[config.mk]
export PLATFORM = sky130hd
export DESIGN_NAME = rb_at_g_hamilton_pipe_flat
export DESIGN_NICKNAME = d
export VERILOG_FILES = /design/src/rtl/rb_at_g_hamilton_pipe_pkg.sv /design/src/rtl/rb_at_g_hamilton_pipe_if.sv /design/src/rtl/rb_pipe_stage.sv /design/src/rtl/rb_at_g_hamilton_pipe.sv /design/src/flat_wrapper.sv
export SDC_FILE = /design/constraint.sdc
export NUM_CORES = 1
export LEC_CHECK = 0
export ABC_AREA = 1
export BUFFER_PORTS_ARGS = -buffer_cell sky130_fd_sc_hd__buf_2
export CAP_MARGIN = 5
export CORE_ASPECT_RATIO = 1.25
export CORE_UTILIZATION = 30
export CTS_BUF_LIST = sky130_fd_sc_hd__clkbuf_4
export DETAILED_ROUTE_END_ITERATION = 10
export HOLD_SLACK_MARGIN = 0.08
export PLACE_DENSITY = 0.55
export SLEW_MARGIN = 5
export SYNTH_ARGS = -nofsm -noshare
export SYNTH_HDL_FRONTEND = slang
export SYNTH_SLANG_ARGS = --single-unit
[constraint.sdc]
create_clock -name clk -period 5 [get_ports clk]
set_input_delay 1 -clock clk [delete_from_list [all_inputs] [get_ports clk]]
set_output_delay 1 -clock clk [all_outputs]
set_load 0.05 [all_outputs]
[src/rtl/rb_at_g_hamilton_pipe_pkg.sv]
// Shared demosaic definitions: default pixel width, Bayer row phase and the
// signed-to-unsigned pixel clip used by the R/B-at-G interpolation stage.
package rb_at_g_hamilton_pipe_pkg;

  localparam int unsigned PixW = 10;

  typedef enum logic {
    PhaseB = 1'b0,
    PhaseR = 1'b1
  } bayer_phase_e;

  // Callers sign-extend into 32 bits and truncate the result back to dw bits.
  function automatic logic [31:0] clip_u(input logic signed [31:0] x, input int unsigned dw);
    logic [31:0] max_v;
    max_v = (32'd1 << dw) - 32'd1;
    if (x < 0) begin
      return '0;
    end else if (x > $signed(max_v)) begin
      return max_v;
    end else begin
      return x;
    end
  endfunction

endpackage

[src/rtl/rb_at_g_hamilton_pipe_if.sv]
// Stream interface of the R/B-at-G stage: input window beat, output R/B beat.
interface rb_at_g_hamilton_pipe_if
  import rb_at_g_hamilton_pipe_pkg::*;
#(
  parameter int unsigned DW = PixW
) ();

  logic          in_valid;
  logic          in_ready;
  logic          row_is_r;
  logic [DW-1:0] c;
  logic [DW-1:0] dn;
  logic [DW-1:0] ds;
  logic [DW-1:0] dw;
  logic [DW-1:0] de;
  logic [DW-1:0] gn;
  logic [DW-1:0] gs;
  logic [DW-1:0] gw;
  logic [DW-1:0] ge;
  logic          out_valid;
  logic          out_ready;
  logic [DW-1:0] out_r;
  logic [DW-1:0] out_b;

  modport master (
    output in_valid, row_is_r, c, dn, ds, dw, de, gn, gs, gw, ge, out_ready,
    input  in_ready, out_valid, out_r, out_b
  );

  modport slave (
    input  in_valid, row_is_r, c, dn, ds, dw, de, gn, gs, gw, ge, out_ready,
    output in_ready, out_valid, out_r, out_b
  );

endinterface

[src/rtl/rb_pipe_stage.sv]
// Elastic valid/ready register slice; loads whenever empty or downstream accepts.
module rb_pipe_stage #(
  parameter int unsigned Width = 8
) (
  input  logic             clk_i,
  input  logic             rst_i,
  input  logic             valid_i,
  output logic             ready_o,
  input  logic [Width-1:0] data_i,
  output logic             valid_o,
  input  logic             ready_i,
  output logic [Width-1:0] data_o
);

  logic             valid_q, valid_d;
  logic [Width-1:0] data_q, data_d;

  assign ready_o = !valid_q | ready_i;
  assign valid_o = valid_q;
  assign data_o  = data_q;

  always_comb begin
    valid_d = valid_q;
    data_d  = data_q;
    if (ready_o) begin
      valid_d = valid_i;
      if (valid_i) begin
        data_d = data_i;
      end
    end
  end

  always_ff @(posedge clk_i or posedge rst_i) begin
    if (rst_i) begin
      valid_q <= 1'b0;
      data_q  <= '0;
    end else begin
      valid_q <= valid_d;
      data_q  <= data_d;
    end
  end

endmodule

[src/rtl/rb_at_g_hamilton_pipe.sv]
// Three-stage Hamilton-Adams R/B interpolation at a green site with
// valid/ready backpressure and a saturating clip counter.
module rb_at_g_hamilton_pipe
  import rb_at_g_hamilton_pipe_pkg::*;
#(
  parameter int unsigned DW   = PixW,
  parameter int unsigned CNTW = 16
) (
  input  logic                   clk,
  input  logic                   rst,
  rb_at_g_hamilton_pipe_if.slave bus,
  input  logic                   clr_cnt,
  output logic [CNTW-1:0]        clip_cnt
);

  localparam int unsigned S1W = 1 + 4 * (DW + 1);
  localparam int unsigned S2W = 1 + 2 * (DW + 2);
  localparam int unsigned S3W = 2 * DW + 2;

  logic s1_valid, s1_ready, s2_valid, s2_ready, s3_ready;

  // Stage 1: halved-neighbour sums, raw sums include the centre sample.
  logic [DW:0]    sd_h, sd_v, sg_h, sg_v;
  logic [S1W-1:0] s1_in, s1_out;
  logic           s1_row;
  logic [DW:0]    s1_sd_h, s1_sd_v, s1_sg_h, s1_sg_v;

  assign sd_h  = (DW+1)'(bus.dw >> 1) + (DW+1)'(bus.de >> 1) + (DW+1)'(bus.c);
  assign sd_v  = (DW+1)'(bus.dn >> 1) + (DW+1)'(bus.ds >> 1) + (DW+1)'(bus.c);
  assign sg_h  = (DW+1)'(bus.gw >> 1) + (DW+1)'(bus.ge >> 1);
  assign sg_v  = (DW+1)'(bus.gn >> 1) + (DW+1)'(bus.gs >> 1);
  assign s1_in = {bus.row_is_r, sd_h, sd_v, sg_h, sg_v};
  assign {s1_row, s1_sd_h, s1_sd_v, s1_sg_h, s1_sg_v} = s1_out;

  rb_pipe_stage #(.Width(S1W)) u_s1 (
    .clk_i   (clk),
    .rst_i   (rst),
    .valid_i (bus.in_valid),
    .ready_o (s1_ready),
    .data_i  (s1_in),
    .valid_o (s1_valid),
    .ready_i (s2_ready),
    .data_o  (s1_out)
  );

  assign bus.in_ready = s1_ready;

  // Stage 2: signed differences.
  logic signed [DW+1:0] h_d, v_d, s2_h, s2_v;
  logic [S2W-1:0]       s2_in, s2_out;
  logic                 s2_row;

  assign h_d   = $signed({1'b0, s1_sd_h}) - $signed({1'b0, s1_sg_h});
  assign v_d   = $signed({1'b0, s1_sd_v}) - $signed({1'b0, s1_sg_v});
  assign s2_in = {s1_row, h_d, v_d};
  assign {s2_row, s2_h, s2_v} = s2_out;

  rb_pipe_stage #(.Width(S2W)) u_s2 (
    .clk_i   (clk),
    .rst_i   (rst),
    .valid_i (s1_valid),
    .ready_o (s2_ready),
    .data_i  (s2_in),
    .valid_o (s2_valid),
    .ready_i (s3_ready),
    .data_o  (s2_out)
  );

  // Stage 3: clip and route by row phase.
  bayer_phase_e   s2_phase;
  logic [DW-1:0]  clip_h, clip_v, r_d, b_d, s3_r, s3_b;
  logic           flag_h, flag_v, fr_d, fb_d, s3_fr, s3_fb;
  logic [S3W-1:0] s3_in, s3_out;

  assign s2_phase = bayer_phase_e'(s2_row);
  assign clip_h   = DW'(clip_u(32'(s2_h), DW));
  assign clip_v   = DW'(clip_u(32'(s2_v), DW));
  // Sign bit or bit DW set means out of [0, 2^DW-1].
  assign flag_h   = |s2_h[DW+1:DW];
  assign flag_v   = |s2_v[DW+1:DW];

  always_comb begin
    r_d  = clip_v;
    b_d  = clip_h;
    fr_d = flag_v;
    fb_d = flag_h;
    if (s2_phase == PhaseR) begin
      r_d  = clip_h;
      b_d  = clip_v;
      fr_d = flag_h;
      fb_d = flag_v;
    end
  end

  assign s3_in = {r_d, b_d, fr_d, fb_d};
  assign {s3_r, s3_b, s3_fr, s3_fb} = s3_out;

  rb_pipe_stage #(.Width(S3W)) u_s3 (
    .clk_i   (clk),
    .rst_i   (rst),
    .valid_i (s2_valid),
    .ready_o (s3_ready),
    .data_i  (s3_in),
    .valid_o (bus.out_valid),
    .ready_i (bus.out_ready),
    .data_o  (s3_out)
  );

  assign bus.out_r = s3_r;
  assign bus.out_b = s3_b;

  // Saturating clip counter; clear has priority over a coincident handshake.
  logic [CNTW-1:0] cnt_q, cnt_d;
  logic [CNTW:0]   cnt_sum;
  logic [1:0]      n_clip;
  logic            fire;

  assign fire    = bus.out_valid & bus.out_ready;
  assign n_clip  = {1'b0, s3_fr} + {1'b0, s3_fb};
  assign cnt_sum = {1'b0, cnt_q} + (CNTW+1)'(n_clip);

  always_comb begin
    cnt_d = cnt_q;
    if (clr_cnt) begin
      cnt_d = '0;
    end else if (fire) begin
      cnt_d = cnt_sum[CNTW] ? '1 : cnt_sum[CNTW-1:0];
    end
  end

  always_ff @(posedge clk or posedge rst) begin
    if (rst) begin
      cnt_q <= '0;
    end else begin
      cnt_q <= cnt_d;
    end
  end

  assign clip_cnt = cnt_q;

endmodule

[src/flat_wrapper.sv]
// flat-port wrapper written by rule: the top's interface ports become plain ports
module rb_at_g_hamilton_pipe_flat import rb_at_g_hamilton_pipe_pkg::*;
#(
  parameter int unsigned DW   = PixW,
  parameter int unsigned CNTW = 16
)
  (clk, rst, clr_cnt, clip_cnt, bus_in_valid, bus_row_is_r, bus_c, bus_dn, bus_ds, bus_dw, bus_de, bus_gn, bus_gs, bus_gw, bus_ge, bus_out_ready, bus_in_ready, bus_out_valid, bus_out_r, bus_out_b);
  rb_at_g_hamilton_pipe_if #(.DW(DW)) bus_i ();
  input  logic clk;
  input  logic rst;
  input  logic clr_cnt;
  output logic [CNTW-1:0] clip_cnt;
  input wire logic [$bits(bus_i.in_valid)-1:0] bus_in_valid;
  input wire logic [$bits(bus_i.row_is_r)-1:0] bus_row_is_r;
  input wire logic [$bits(bus_i.c)-1:0] bus_c;
  input wire logic [$bits(bus_i.dn)-1:0] bus_dn;
  input wire logic [$bits(bus_i.ds)-1:0] bus_ds;
  input wire logic [$bits(bus_i.dw)-1:0] bus_dw;
  input wire logic [$bits(bus_i.de)-1:0] bus_de;
  input wire logic [$bits(bus_i.gn)-1:0] bus_gn;
  input wire logic [$bits(bus_i.gs)-1:0] bus_gs;
  input wire logic [$bits(bus_i.gw)-1:0] bus_gw;
  input wire logic [$bits(bus_i.ge)-1:0] bus_ge;
  input wire logic [$bits(bus_i.out_ready)-1:0] bus_out_ready;
  output wire logic [$bits(bus_i.in_ready)-1:0] bus_in_ready;
  output wire logic [$bits(bus_i.out_valid)-1:0] bus_out_valid;
  output wire logic [$bits(bus_i.out_r)-1:0] bus_out_r;
  output wire logic [$bits(bus_i.out_b)-1:0] bus_out_b;
  assign bus_i.in_valid = bus_in_valid;
  assign bus_i.row_is_r = bus_row_is_r;
  assign bus_i.c = bus_c;
  assign bus_i.dn = bus_dn;
  assign bus_i.ds = bus_ds;
  assign bus_i.dw = bus_dw;
  assign bus_i.de = bus_de;
  assign bus_i.gn = bus_gn;
  assign bus_i.gs = bus_gs;
  assign bus_i.gw = bus_gw;
  assign bus_i.ge = bus_ge;
  assign bus_i.out_ready = bus_out_ready;
  assign bus_in_ready = bus_i.in_ready;
  assign bus_out_valid = bus_i.out_valid;
  assign bus_out_r = bus_i.out_r;
  assign bus_out_b = bus_i.out_b;
  rb_at_g_hamilton_pipe #(.DW(DW), .CNTW(CNTW)) u_core (.clk(clk), .rst(rst), .bus(bus_i), .clr_cnt(clr_cnt), .clip_cnt(clip_cnt));
endmodule
==> out/metrics.yaml, run 1 <==
layout-drive-gt1-share_pct: 12.2
drv_slew: 0
dr.pass1.iters: 10
setup-violations-final: 0
max_freq_mhz: 317
synth_area_um2: 8510
holdPathStages: 2
max_stage_delay_ns: 0.41
die_area_um2: 29100
cpMostUsedCell: "nand2_1"
final_antenna_net_count: 0
p_per_area_nw_per_um2: 435
top_layer: "met4"
core_area_um2: 27700
fill_cells: 3032
grt.total_usage_pct: 15.0
status: "finished with violations"
max_slew_margin_pct: 41.6
end_kind: "flip-flop"
portBuffers: 125
cts.repair.resized: 0
synth_edf_count: 0
io_pins: 134
fin_crit_ns: 3.15
path_clk_slew_ns: 0.17
postSynthCellCount: 1194
cts_tree: "built"
cts_sinks: 109
yosys.cell_types.count: 33
antenna_found_initial: 1
grt_setup_unrepaired: "no"
htree_levels: 3
crit_fanout: 6
syn_to_final_growth_pct: 11.3
ys_ff_latch: 109
die_h_um: 190
avgSynthCellArea_um2: 7.13
multiInputGateArea_um2: 5030
post_drt_wl_per_cell_um: 12.7
period_share_pct: 63.1
cts-root-buf: "clkbuf_4"
clk_latency_ns: 0.52
place_ws_ns: 1.33
yosysWarningCount: 0
fin_setup_tns_ns: 0
postCtsSetupRepairBufs: 0
hold_class: "flip-flop to flip-flop"
synth_sequential_area_ratio_pct: 32.0
wl_met1_um: 9730
cts_hold_buf: 0
synth_area_leaders: "dfrtp_1, nand2_1, ha_1"
dr_wl_met3_um: 759
routed_via_density: 4.66
synth-async-reset-ratio_pct: 100
yosys.area.top_type: "dfrtp_1"
worstPathArrival_ns: 3.57
yosys.area.top_type_share_pct: 32.0
p_leak_uw: 0.00495
fin_nets: 1475
tightest_slew_ns: 0.876
drt-initial-drc-count: 358
setup_ws_ns: 1.85
grt_pass1_wl_um: 35600
grt_overflow: 0
rrSetupSlack_ns: 2.80
row_count: 68
hold_viol_final: 0
start_util_pct: 30.7
cap_violations: 0
clk_path_buf_depth: 2
wirelength_um: 21000
first_global_vias: 7594
synthFlopType: "dfrtp_1"
vias: 7670
regArea_um2: 2730
clock_skew_ns: 0.0289
slowest_stage: "o21ai_0"
gp_congestion: 0.819
critPathKind: "input pin to flip-flop"
cts_made_buffers: 9
total_power_uw: 4120
chipWidth_um: 153
crit_path_cell_trace: "buf_2 > ha_1 > inv_1 > fa_1 > o21ai_0 > nand2_1 > nor2_1 > nor2_1 > nand2_1 > nand2_1 > ha_1 > nand2_1 > nor2_1 > nand3_1 > nand3_1 > nand2_1 > nand3_1 > nand2_1"
drc_errors: 3
max-vdd-ir-drop_mv: 0.161
violations: "DRC"
r2r_cells: 10
cp.required_ns: 5.42
met2_length_um: 10000
grt_max_degree: 68
syn_nets: 1380
post-dp-hpwl_um: 16800
worstSetupStartpointType: "input pin"
==> where the power goes <==
part | internal, uW | switching (uW)
registers | 1180 | 203
clock network | 109 | 327
logic | 787 | 1520
total | 2070 | 2050
==> Yosys cell counts, types with 14 or more instances <==
| library cell | number |
|---|---|
| dfrtp_1 | 109 |
| ha_1 | 81 |
| nor2_1 | 100 |
| a21oi_1 | 47 |
| nand3_1 | 81 |
| nand3b_1 | 14 |
| o21ai_0 | 101 |
| buf_4 | 21 |
| nand2_1 | 358 |
| inv_1 | 129 |
| xor2_1 | 17 |
| o22a_1 | 20 |
==> worst paths after layout <==
path                                              from                endpoint
max in group asynchronous                          rst  u_core.u_s2.data_o[15]
worst max-delay path                         bus_de[1]  u_core.u_s1.data_o[42]
worst max register to register      u_core.clip_cnt[0]      u_core.clip_cnt[4]
worst min register to register  u_core.u_s1.data_o[19]  u_core.u_s1.data_o[19]
min in group asynchronous                          rst   u_core.u_s1.data_o[0]
worst min-delay path            u_core.u_s1.data_o[19]  u_core.u_s1.data_o[19]
==> kinds of logic after synthesis <==
group,count (synthesis),share of synthesized area [%]
AO/OA/AOI/OAI,201,13.3
XOR/XNOR,30,3.09
adder cells (fa/ha/maj),90,14.0
buffers and inverters,177,8.92
flip-flops,109,32.0
AND/OR/NAND/NOR,587,28.7
==> cell usage in the layout, fill, tap and decap left out, types with 20 or more instances in the layout <==
cell	synthesis	routed
a21oi_1	47	47
buf_2	13	125
dfrtp_1	109	109
ha_1	81	81
inv_1	129	128
nand2_1	358	358
nand3_1	81	81
nor2_1	100	100
o21ai_0	101	101
o22a_1	20	20
==> registers in the layout (all words and copies together), names as in the netlist <==
register             count
u_core.u_s3.data_o      22
u_core.u_s3.valid_o      1
u_core.u_s2.data_o      25
u_core.u_s1.valid_o      1
u_core.clip_cnt         16
u_core.u_s2.valid_o      1
u_core.u_s1.data_o      43
==> routing by layer <==
metal | vias up | track usage, %
met5 | - | 0
met4 | 0 | 4.90
met3 | 18 | 2.25
met2 | 131 | 27.3
met1 | 3444 | 18.1
li1 | 4077 | -
==> critical path, delay by kind of cell <==
| kind | cells | cell delay [ns] |
|---|---|---|
| AOI/OAI and AO/OA | 1 | 0.41 |
| adders and majority gates | 3 | 0.93 |
| buffers and inverters | 2 | 0.14 |
| and+or+nand+nor | 12 | 1.09 |
==> metrics by stage <==
stage	cell area, um^2	instances	util (%)	hold slack (ns)
after global placement	9350	1628	33.7	0.462
after global routing	9480	1645	34.2	0.519
after detailed placement	9350	1628	33.7	0.464
after CTS	9470	1644	34.2	0.506
final	9480	1645	34.2	0.501
after floorplan	8510	1194	-	0.444
==> cell type report <==
type / instances / area share, %
multi-input cells: 908 / 53.0
clock inverters: 7 / 0.594
repair buffers: 130 / 7.00
well taps: 350 / 4.62
clock buffers: 9 / 0.713
inverters: 131 / 5.22
diodes: 1 / 0.0264
flip-flops and latches: 109 / 28.8
No activity file was read; power rests on OpenSTA's default activity.
==> run 2: changes to the inputs <==
--- a/config.mk
+++ b/config.mk
@@ -5,7 +5,7 @@
 export SDC_FILE = /design/constraint.sdc
 export NUM_CORES = 1
 export LEC_CHECK = 0
-export ABC_AREA = 1
+export ABC_AREA = 0
 export BUFFER_PORTS_ARGS = -buffer_cell sky130_fd_sc_hd__buf_2
 export CAP_MARGIN = 5
 export CORE_ASPECT_RATIO = 1.25
@@ -13,7 +13,7 @@
 export CTS_BUF_LIST = sky130_fd_sc_hd__clkbuf_4
 export DETAILED_ROUTE_END_ITERATION = 10
 export HOLD_SLACK_MARGIN = 0.08
-export PLACE_DENSITY = 0.55
+export PLACE_DENSITY = 0.57
 export SLEW_MARGIN = 5
 export SYNTH_ARGS = -nofsm -noshare
 export SYNTH_HDL_FRONTEND = slang
==> constraint.sdc (replaced) <==
create_clock -name clk -period 2.64 [get_ports clk]
set_input_delay 0.528 -clock clk [delete_from_list [all_inputs] [get_ports clk]]
set_output_delay 0.528 -clock clk [all_outputs]
set_load 0.05 [all_outputs]
==> out/metrics.yaml, run 2 <==
status: "complete, no violations"
grt_pass1_wl_um: 30900
end_kind: "flip-flop"
wirelength_um: 18500
max_slew_margin_pct: 40.6
cp.required_ns: 3.05
pwr-share-comb_pct: 54.2
final_cell_mix: "buf_2, nand2_1, dfrtp_1"
chipWidth_um: 147
die_h_um: 183
drc_errors: 0
synthFlopType: "dfrtp_1"
post-dp-hpwl_um: 15000
cts_tree: "built"
vias: 6682
synth-async-reset-ratio_pct: 100
cts_made_buffers: 9
dr.pass1.iters: 4
p_per_area_nw_per_um2: 828
antenna_found_initial: 1
final_antenna_net_count: 0
hold_viol_final: 0
layout-drive-gt1-share_pct: 21.6
synth_area_um2: 7860
tightest_slew_ns: 0.891
grt.total_usage_pct: 14.3
yosys.area.top_type: "dfrtp_1"
crit_path_cell_trace: "buf_2 > ha_4 > inv_2 > fa_2 > nor2b_1 > o21ai_1 > nor2b_2 > xnor2_1 > ha_1 > nor2b_1 > a31o_1 > a41o_1 > a2111oi_2 > nand3b_1"
gp_congestion: 0.788
clock_skew_ns: 0.0223
portBuffers: 125
postCtsSetupRepairBufs: 0
yosysMostFrequentCell: "nand2_1"
drt-initial-drc-count: 267
max-vdd-ir-drop_mv: 0.238
crit_fanout: 3
cpMostUsedCell: "nor2b_1"
cts_sinks: 109
htree_levels: 3
regArea_um2: 2730
yosys.cell_types.count: 59
fin_nets: 1256
yosysWarningCount: 0
grt_setup_unrepaired: "yes"
first_global_vias: 6423
grt_max_degree: 60
clk_path_buf_depth: 2
ys_ff_latch: 109
fin_cells: 1411
max_stage_delay_ns: 0.35
synth_edf_count: 0
cts-root-buf: "clkbuf_4"
fill_cells: 2657
internal-power_uw: 4300
syn_nets: 1109
routed_via_density: 4.74
setup-violations-final: 0
p_leak_uw: 0.00449
avgSynthCellArea_um2: 8.52
hold_class: "input pin to flip-flop"
critPathKind: "input pin to flip-flop"
io_pins: 134
synth_area_leaders: "dfrtp_1, ha_1, nand2_1"
p_sw_share_pct: 44.7
worstPathArrival_ns: 2.97
max_freq_mhz: 391
largest_reg_flops: 43
start_util_pct: 30.9
seqPwrFrac_pct: 33.7
place_inst: 1393
syn_to_final_growth_pct: 19.5
yosys.area.top_type_share_pct: 34.7
synth_commonest_cells: "nand2_1, dfrtp_1, nor2_1, ha_1, o21ai_0"
clk_latency_ns: 0.49
cap_violations: 0
grt_overflow: 0
postSynthCellCount: 923
fin_crit_ns: 2.56
path_clk_slew_ns: 0.17
core_area_um2: 25500
post_drt_wl_per_cell_um: 13.1
multiInputGateArea_um2: 4750
final_cell_area_um2: 9400
row_count: 65
die_area_um2: 26900
mostFrequentLayoutCell: "buf_2"
period_share_pct: 96.9
switching_power_uw: 3480
worstSetupStartpointType: "input pin"
placed_cell_area_um2: 9220
drv_slew: 0
synth_sequential_area_ratio_pct: 34.7
clkPwrFrac_pct: 12.0
slowest_stage: "fa_2"
## run 2: power by group through the flow
stage | Clock (uW) | Combinational, uW | Sequential (uW)
finish | 934 | 4220 | 2630
global route | 1030 | 4770 | 2720
CTS | 967 | 4280 | 2640
detailed placement | 0 | 4260 | 2680
global placement | 0 | 4210 | 2660
floorplan | 0 | 3420 | 2510
## run 2: timing repair
| action | 4_1_cts | 5_1_grt |
|---|---|---|
| setup endpoints to repair | 1 | 4 |
| endpoints found under the hold margin | 13 | 0 |
| hold buffers | 1 | 0 |
| pin swaps | 0 | 3 |
| resized for setup | 1 | 3 |
## run 2: cell families (layout without fill, tap and decap cells)
group           Yosys count  count (layout)  share of synthesized area (%)
compound gates          265             265                           20.3
other cells               0               1                              0
fa+ha+maj                90              90                           15.2
xor+xnor                 49              49                           5.46
buf+inv                 104             256                           6.01
simple gates            301             301                           17.7
flops                   109             109                           34.7
mux                       5               5                          0.668
## run 2: through the flow
step	worst slack [ns]	TNS (ns)	power [uW]	util, %	hold slack, ns
global placement	-0.401	-3.27	6870	36.2	0.458
CTS	0.0248	0	7880	36.9	0.184
detailed placement	-0.502	-3.78	6940	36.2	0.466
finish	0.0824	0	7780	36.9	0.215
floorplan	-0.177	-0.510	5930	-	0.439
global route	-0.0524	-0.0524	8520	36.9	0.236
## run 2: final cells by class
type                            instances  share of cell area, %
Multi-Input combinational cell        710                   50.6
Inverter                               50                   2.04
Clock inverter                          6                  0.825
Antenna cell                            1                 0.0266
Tap cell                              335                   4.46
Clock buffer                           10                  0.799
Sequential cell                       109                   29.0
Timing Repair Buffer                  190                   12.3
## run 2: routing by layer
| metal | part of all wire, % | vias to the layer above | global-route usage, % |
|---|---|---|---|
| li1 | - | 3524 | - |
| met1 | 45 | 3042 | 17.5 |
| met2 | 51 | 102 | 26.3 |
| met3 | 2.8 | 14 | 1.62 |
| met4 | 1.2 | 0 | 3.88 |
| met5 | 0 | - | 0 |
## run 2: worst paths after layout
check | startpoint | endpoint | slack, ns | depth (start not counted)
max | bus_ds[1] | u_core.u_s1.data_o[31] | 0.08 | 14
min | bus_row_is_r | u_core.u_s1.data_o[44] | 0.21 | 3
max reg2reg | u_core.clip_cnt[0] | u_core.clip_cnt[13] | 0.33 | 9
min reg2reg | u_core.u_s3.data_o[2] | u_core.u_s3.data_o[2] | 0.49 | 2
max in group asynchronous | rst | u_core.u_s3.data_o[16] | 1.47 | 4
min in group asynchronous | rst | u_core.clip_cnt[13] | 0.56 | 3
## run 2: critical path, delay by kind of cell
| kind | cells | cell delay [ns] |
|---|---|---|
| compound gates | 4 | 0.83 |
| fa+ha+maj | 3 | 0.79 |
| xor+xnor | 1 | 0.12 |
| simple gates | 4 | 0.56 |
| buf+inv | 2 | 0.14 |
